<file path="config.mk">
export PLATFORM = sky130hd
export DESIGN_NAME = alu_mult_sequencer_flat
export DESIGN_NICKNAME = d
export VERILOG_FILES = /design/src/rtl/alu_mult_sequencer_if.sv /design/src/rtl/alu_mult_sequencer.sv /design/src/flat_wrapper.sv
export SDC_FILE = /design/constraint.sdc
export NUM_CORES = 1
export LEC_CHECK = 0
export BUFFER_PORTS_ARGS = -buffer_cell sky130_fd_sc_hd__buf_4
export CAP_MARGIN = 20
export CORE_MARGIN = 5
export CORE_UTILIZATION = 25
export DETAILED_ROUTE_END_ITERATION = 10
export PLACE_DENSITY = 0.47
export SLEW_MARGIN = 15
export SYNTH_ARGS = -nofsm -noshare
export SYNTH_HDL_FRONTEND = slang
export SYNTH_SLANG_ARGS = --single-unit
</file>
<file path="constraint.sdc">
create_clock -name clk -period 2.4 [get_ports clk]
set_clock_uncertainty 0.1 [all_clocks]
set_input_delay 0.72 -clock clk [delete_from_list [all_inputs] [get_ports clk]]
set_output_delay 0.72 -clock clk [all_outputs]
set_load 0.01 [all_outputs]
</file>
<file path="src/rtl/alu_mult_sequencer_if.sv">
// Handshake and shared-ALU bus between the multiply sequencer and EX.
// master: EX side (owns the ALU); slave: the sequencer.
interface alu_mult_sequencer_if #(
    parameter int WIDTH = 32
);
    logic             start;
    logic [WIDTH-1:0] dataA;
    logic [WIDTH-1:0] dataB;
    logic             busy;
    logic             done;
    logic [WIDTH-1:0] hi;
    logic [WIDTH-1:0] lo;
    logic [2:0]       alu_signal;
    logic [WIDTH-1:0] alu_a;
    logic [WIDTH-1:0] alu_b;
    logic [WIDTH-1:0] alu_result;
    logic             alu_cout;

    modport master (
        output start, dataA, dataB, alu_result, alu_cout,
        input  busy, done, hi, lo, alu_signal, alu_a, alu_b
    );

    modport slave (
        input  start, dataA, dataB, alu_result, alu_cout,
        output busy, done, hi, lo, alu_signal, alu_a, alu_b
    );
endinterface

</file>
<file path="src/rtl/alu_mult_sequencer.sv">
// Multi-cycle multiplier stepping the shared ALU once per cycle.
// MULT_SIGNED_EN selects radix-2 Booth; default is unsigned shift-add.
module alu_mult_sequencer #(
    parameter int WIDTH = 32
) (
    input logic clk,
    input logic rst,
    alu_mult_sequencer_if.slave bus
);
    localparam int CW = $clog2(WIDTH) + 1;
    localparam logic [2:0] OP_ADD = 3'b010;
    localparam logic [2:0] OP_SUB = 3'b110;

    typedef enum logic [1:0] {
        IDLE,
        CALC,
        DONE
    } state_t;

    state_t           state;
    logic [WIDTH-1:0] m;
    logic [WIDTH-1:0] hi_r;
    logic [WIDTH-1:0] lo_r;
    logic [CW-1:0]    cnt;
    logic             busy_r;
    logic             done_r;

    logic use_m;
    logic sub;
    logic shin;

`ifdef MULT_SIGNED_EN
    logic             q;
    logic [WIDTH-1:0] b_eff;
    logic             ovf;

    assign use_m = (state == CALC) && (lo_r[0] ^ q);
    assign sub   = (state == CALC) && lo_r[0] && !q;
    assign b_eff = sub ? ~bus.alu_b : bus.alu_b;
    // Arithmetic shift must use the true sign, not the overflowed one.
    assign ovf   = (bus.alu_a[WIDTH-1] == b_eff[WIDTH-1])
                && (bus.alu_result[WIDTH-1] != bus.alu_a[WIDTH-1]);
    assign shin  = bus.alu_result[WIDTH-1] ^ ovf;
`else
    assign use_m = (state == CALC) && lo_r[0];
    assign sub   = 1'b0;
    assign shin  = bus.alu_cout;
`endif

    assign bus.alu_signal = sub ? OP_SUB : OP_ADD;
    assign bus.alu_b      = use_m ? m : '0;
    assign bus.alu_a      = hi_r;
    assign bus.hi         = hi_r;
    assign bus.lo         = lo_r;
    assign bus.busy       = busy_r;
    assign bus.done       = done_r;

    always_ff @(posedge clk) begin
        if (rst) begin
            state  <= IDLE;
            m      <= '0;
            hi_r   <= '0;
            lo_r   <= '0;
            cnt    <= '0;
            busy_r <= 1'b0;
            done_r <= 1'b0;
`ifdef MULT_SIGNED_EN
            q      <= 1'b0;
`endif
        end else begin
            unique case (state)
                IDLE: begin
                    if (bus.start) begin
                        m      <= bus.dataA;
                        hi_r   <= '0;
                        lo_r   <= bus.dataB;
                        cnt    <= '0;
                        busy_r <= 1'b1;
                        state  <= CALC;
`ifdef MULT_SIGNED_EN
                        q      <= 1'b0;
`endif
                    end
                end
                CALC: begin
                    hi_r <= {shin, bus.alu_result[WIDTH-1:1]};
                    lo_r <= {bus.alu_result[0], lo_r[WIDTH-1:1]};
                    cnt  <= cnt + 1'b1;
`ifdef MULT_SIGNED_EN
                    q    <= lo_r[0];
`endif
                    if (cnt == CW'(WIDTH - 1)) begin
                        done_r <= 1'b1;
                        state  <= DONE;
                    end
                end
                DONE: begin
                    busy_r <= 1'b0;
                    done_r <= 1'b0;
                    state  <= IDLE;
                end
                default: begin
                    busy_r <= 1'b0;
                    done_r <= 1'b0;
                    state  <= IDLE;
                end
            endcase
        end
    end
endmodule
</file>
<file path="src/flat_wrapper.sv">
// flat-port wrapper written by rule: the top's interface ports become plain ports
module alu_mult_sequencer_flat 
#(
    parameter int WIDTH = 32
)
  (clk, rst, bus_start, bus_dataA, bus_dataB, bus_alu_result, bus_alu_cout, bus_busy, bus_done, bus_hi, bus_lo, bus_alu_signal, bus_alu_a, bus_alu_b);
  alu_mult_sequencer_if #(.WIDTH(WIDTH)) bus_i ();
  input logic clk;
  input logic rst;
  input wire logic [$bits(bus_i.start)-1:0] bus_start;
  input wire logic [$bits(bus_i.dataA)-1:0] bus_dataA;
  input wire logic [$bits(bus_i.dataB)-1:0] bus_dataB;
  input wire logic [$bits(bus_i.alu_result)-1:0] bus_alu_result;
  input wire logic [$bits(bus_i.alu_cout)-1:0] bus_alu_cout;
  output wire logic [$bits(bus_i.busy)-1:0] bus_busy;
  output wire logic [$bits(bus_i.done)-1:0] bus_done;
  output wire logic [$bits(bus_i.hi)-1:0] bus_hi;
  output wire logic [$bits(bus_i.lo)-1:0] bus_lo;
  output wire logic [$bits(bus_i.alu_signal)-1:0] bus_alu_signal;
  output wire logic [$bits(bus_i.alu_a)-1:0] bus_alu_a;
  output wire logic [$bits(bus_i.alu_b)-1:0] bus_alu_b;
  assign bus_i.start = bus_start;
  assign bus_i.dataA = bus_dataA;
  assign bus_i.dataB = bus_dataB;
  assign bus_i.alu_result = bus_alu_result;
  assign bus_i.alu_cout = bus_alu_cout;
  assign bus_busy = bus_i.busy;
  assign bus_done = bus_i.done;
  assign bus_hi = bus_i.hi;
  assign bus_lo = bus_i.lo;
  assign bus_alu_signal = bus_i.alu_signal;
  assign bus_alu_a = bus_i.alu_a;
  assign bus_alu_b = bus_i.alu_b;
  alu_mult_sequencer #(.WIDTH(WIDTH)) u_core (.clk(clk), .rst(rst), .bus(bus_i));
endmodule
</file>
=== After elaboration in Yosys (flattened, before gate mapping) ===
Cells that the tools add are included.

* Add/subtract/negate cells: 1
* Equality and inequality tests: 4
* Muxes and demuxes: 14
* Bitwise operators: 2
* Reductions and logical operators: 8

{| class="wikitable"
|+ Operator list
! cell !! number
|-
| 32-bit one-hot mux with 2 select lines || 2
|-
| 32-bit 2-to-1 mux || 3
|-
| 6-bit one-hot mux with 2 select lines || 1
|-
| 2-bit AND reduction || 5
|-
| 6-bit by 1-bit adder with 6-bit output (second input constant) || 1
|-
| 6-bit by 5-bit equality test with 1-bit output (second input constant) || 1
|-
| 6-bit 2-to-1 mux || 1
|-
| 2-bit 2-to-1 mux || 2
|-
| 2-bit != test (second input constant) || 2
|-
| 1-bit one-hot mux with 2 select lines || 2
|-
| 2-bit one-hot mux with 2 select lines || 1
|-
| 2-bit by 1-bit equality test with 1-bit output (second input constant) || 1
|-
| 2-bit logical NOT || 1
|-
| 1-bit 2-to-1 mux || 2
|-
| 1-bit NOT || 2
|-
| 2-bit nonzero test || 1
|-
| 1-bit logical AND || 1
|}

* Register bits after elaboration: 106
* Bits of input ports: 100

=== Longest topological paths before layout ===
* Depth in word-level cells: 3
* Gate-level depth with buffers: 6
* Mapped depth without buffers: 4

=== Least setup slack after synthesis ===
OpenSTA, ideal clock, no wires.

* Kind: register to output
* Start: register u_core.state[0]
* End: output bus_alu_b[0]
* Arrival: 1.160 ns
* Setup slack: 0.420 ns
* Stages on the path, launching flop included: 4
* Buffers on the path: 1
* Cells stage by stage: dfxtp_1 -> nor2b_1 -> clkbuf_1 -> and3_1

* Longest elaborated chain between the ends: 3

{| class="wikitable"
|+ Ends and longest elaborated chain
! item !! line !! text
|-
| start: declaration || alu_mult_sequencer.sv:20 || <nowiki>state_t state;</nowiki>
|-
| start signal: assignment || alu_mult_sequencer.sv:60 || <nowiki>state <= IDLE;</nowiki>
|-
| start signal: assignment || alu_mult_sequencer.sv:79 || <nowiki>state <= CALC;</nowiki>
|-
| start signal: assignment || alu_mult_sequencer.sv:94 || <nowiki>state <= DONE;</nowiki>
|-
| 2-bit by 1-bit equality test with 1-bit output || alu_mult_sequencer.sv:45 || <nowiki>assign use_m = (state == CALC) && lo_r[0];</nowiki>
|-
| 1-bit logical AND || alu_mult_sequencer.sv:45 ||
|-
| 32-bit 2-to-1 mux || alu_mult_sequencer.sv:51 || <nowiki>assign bus.alu_b = use_m ? m : '0;</nowiki>
|-
| end: declaration || flat_wrapper.sv:21 || <nowiki>output wire logic [$bits(bus_i.alu_b)-1:0] bus_alu_b;</nowiki>
|}

Every way passes these cells.

=== Final worst setup path ===
* Start: register u_core.state[0]
* End: output bus_alu_b[3]

Same word-level chain as after synthesis.

==> flow_summary.yaml <==
outcome:
  outcome: "completed"
critical_path:
  cp-endpoint: "bus_alu_b[3]"
  worstPathArrival_ns: 1.44
  worst-r2r-setup-slack_ns: 0.68
  crit_path_start: "u_core.state[0]"
  worst-r2r-cell-count: 5
  critical_path.endpoint_type: "output pin"
  crit_path_start_kind: "register"
  crit-reg2reg-capture: "u_core.bus.lo[10]"
  crit_type: "reg -> out"
  worst_ep_required_time_ns: 1.58
  critical_path_peak_fanout: 32
  rr_startpoint: "u_core.state[1]"
global_routing:
  grt-ovfl-total: 0
  met3_usage_pct: 4.83
  globalRouteMet2Util_pct: 21.4
  grt_util_met1_pct: 16.6
  via_count_of_the_first_global_routing_pass: 4217
  antenna_violations_before_repair: 0
  grtUsageTotal_pct: 13.2
  grt_max_degree: 45
  grt_busiest_layer: "met2"
  grt_first_pass_wirelength_um: 21700
routing:
  drt_first_iter_violations: 162
  routed_via_density: 4.53
  wirelength_um: 14100
  routed_wire_length_per_instance_um: 15.2
  vias: 4181
  route.detailed.drc: 0
  ant_nets: 0
  drt_first_pass_iters: 4
synth:
  synth_top_cell_area_share_pct: 47.5
  synth_cells: 516
  synthesis.area_um2: 4470
  async_reset_ff_share_pct: 0
  postSynthRegisterBits: 106
  synth_edf_count: 0
  synth_ff_type: "sky130_fd_sc_hd__dfxtp_1"
  synth_area_leader_cell: "sky130_fd_sc_hd__dfxtp_1"
  synth_area_per_cell_um2: 8.66
  yosysWarningCount: 0
  synth_cell_type_count: 34
  ys_seq_area_share_pct: 47.5
  synth_area_leaders: "sky130_fd_sc_hd__dfxtp_1 (47%), sky130_fd_sc_hd__buf_4 (7.1%), sky130_fd_sc_hd__nor2_1 (7.0%)"
  synth_commonest_cells: "sky130_fd_sc_hd__dfxtp_1 (106), sky130_fd_sc_hd__nor2_1 (83), sky130_fd_sc_hd__nand2_1 (64)"
  synthMostInstantiatedCell: "sky130_fd_sc_hd__dfxtp_1"
timing:
  timing.final.crit_period_ns: 2.26
  finalMaxSlewViolations: 0
  timing.fmax_mhz: 443
  report.final.setup_viol: 0
  layout_worst_path_cycle_share_pct: 94.0
  unrepaired_setup_endpoints_after_global_routing: "false"
  post_route_setup_tns_ns: 0
  finalHoldViolations: 0
cts:
  clk_transition_reported_paths_ns: 0.07
  number_of_buffers_added_by_the_clock_tree_synthesis_step: 9
  cts_tree: "done"
  clock_path_buffers: 2
  cts_num_sinks: 106
  ctsHtreeMaxLevel: 3
  root_buffer: "sky130_fd_sc_hd__clkbuf_16"
  clock_latency_at_the_later_pin_of_the_worst_skew_pair_ns: 0.34
final_layout:
  num_antenna_cells: 0
  areaGrowthSynthToFinish_pct: 43.8
  final.fill_count: 1843
  seqCellArea_um2: 2120
  multiInputGateArea_um2: 1840
  final_design_area_no_fill_um2: 6430
  num-nets-final: 795
  post_route_cells_drive_above_1_share_pct: 39.5
placed_design:
  io_buffer_count: 229
  placed_cell_area_um2: 6110
  dpl.hpwl_um: 10400
  final_weighted_congestion_in_routability_driven_placement: 0.723
min_path:
  min-delay-path-class: "reg -> reg"
power_and_ir_drop:
  reported_leakage_power_nw: 3.09
  powerDensity_nw_per_um2: 687
  vdd.ir_drop.worst_mv: 0.325
die:
  initial_core_util_pct: 25.7
  design.portCount: 233
  die_extent_in_y_um: 144
  core.rowCount: 48
  die_w_um: 144
  floorplan.die_area_um2: 20700
  area_inside_the_core_boundary_um2: 17400
job:
  max_cap_viol_count: 0
==> state kept, by name, summed over array words and instances, names as in the netlist <==
name,count
u_core.bus.alu_a,32
u_core.bus.busy,1
u_core.bus.done,1
u_core.bus.lo,32
u_core.cnt,6
u_core.m,32
u_core.state,2
==> through the flow <==
stage | instances | setup slack [ns] | utilization (%) | hold WS [ns] | power, mW
2_1_floorplan | 517 | 0.420 | - | 0.332 | 2.50
3_3_place_gp | 908 | 0.384 | 35.1 | 0.337 | 2.89
3_5_place_dp | 908 | 0.321 | 35.1 | 0.342 | 2.90
4_1_cts | 923 | 0.0227 | 36.8 | 0.351 | 4.49
5_1_grt | 923 | 0.00618 | 36.9 | 0.372 | 4.67
6_report | 923 | 0.144 | 36.9 | 0.351 | 4.42
==> critical path: stages, from the launching register on <==
cell                      delay (ns)
sky130_fd_sc_hd__dfxtp_1        0.32
sky130_fd_sc_hd__nor2b_2        0.24
sky130_fd_sc_hd__buf_12         0.20
sky130_fd_sc_hd__and3_1         0.20
sky130_fd_sc_hd__buf_4          0.13
==> cells in the final DEF, fill, tap and decap left out, types with 2 or more instances in the layout <==
cell | synthesis | layout
sky130_fd_sc_hd__clkinv_2 | 0 | 2
sky130_fd_sc_hd__buf_4 | 42 | 238
sky130_fd_sc_hd__clkbuf_16 | 0 | 9
sky130_fd_sc_hd__dfxtp_1 | 106 | 106
sky130_fd_sc_hd__a21oi_1 | 41 | 41
sky130_fd_sc_hd__nand2b_1 | 10 | 10
sky130_fd_sc_hd__buf_12 | 0 | 4
sky130_fd_sc_hd__nand2_1 | 64 | 64
sky130_fd_sc_hd__nor2_1 | 83 | 83
sky130_fd_sc_hd__mux2_2 | 2 | 2
sky130_fd_sc_hd__nor3b_1 | 2 | 2
sky130_fd_sc_hd__a22o_1 | 35 | 35
sky130_fd_sc_hd__or3b_2 | 8 | 8
sky130_fd_sc_hd__conb_1 | 2 | 3
sky130_fd_sc_hd__nand3b_1 | 2 | 2
sky130_fd_sc_hd__o22ai_2 | 2 | 2
sky130_fd_sc_hd__nor3_1 | 10 | 10
sky130_fd_sc_hd__nor3b_4 | 2 | 2
sky130_fd_sc_hd__and3_1 | 33 | 33
sky130_fd_sc_hd__bufinv_16 | 0 | 2
sky130_fd_sc_hd__nor4_1 | 24 | 24
sky130_fd_sc_hd__or3b_4 | 2 | 2
==> routing by layer <==
metal  wire length, um  up-vias  share of wire [%]
met5                 0        -                  0
met4               166        0                1.2
met3              1300       11                9.2
met2              6600      167                 47
met1              6010     1934                 43
li1                  -     2069                  -
==> power by group <==
part	leakage [nW]	switching (mW)	total, mW	internal (mW)
Sequential	0.872	0.0983	1.99	1.90
Clock	0.153	0.657	1.57	0.910
Combinational	2.06	0.420	0.854	0.434
==> cell families after synthesis <==
family,Yosys count,share of synthesized area (%)
compound gates,82,12.7
simple gates,246,27.4
flops,106,47.5
other cells,2,0.168
fa+ha+maj,1,0.280
mux,2,0.504
buf+inv,77,11.4
==> final cells by class <==
class / count / area share, %
Inverter: 1 / 0.0584
Timing Repair Buffer: 242 / 29.0
Clock buffer: 10 / 3.56
Clock inverter: 5 / 1.23
Tap cell: 225 / 4.38
Sequential cell: 106 / 33.0
Multi-Input combinational cell: 334 / 28.7
==> how the worst min path moves through the flow <==
stage               depth (start not counted)         start  slack, ns            to
floorplan                                   2   u_core.m[0]       0.33   u_core.m[0]
global placement                            2  u_core.m[14]       0.34  u_core.m[14]
detailed placement                          2   u_core.m[5]       0.34   u_core.m[5]
CTS                                         2   u_core.m[5]       0.35   u_core.m[5]
global route                                2   u_core.m[8]       0.37   u_core.m[8]
finish                                      2  u_core.m[30]       0.35  u_core.m[30]
==> timing repair <==
| item | in CTS | in global routing |
|---|---|---|
| setup buffers | 0 | 0 |
| hold endpoints to repair | 0 | 0 |
| gates resized for setup | 0 | 3 |
| hold buffers | 0 | 0 |
| setup endpoints to repair | 0 | 32 |
Power figures use the tool's default switching activity.
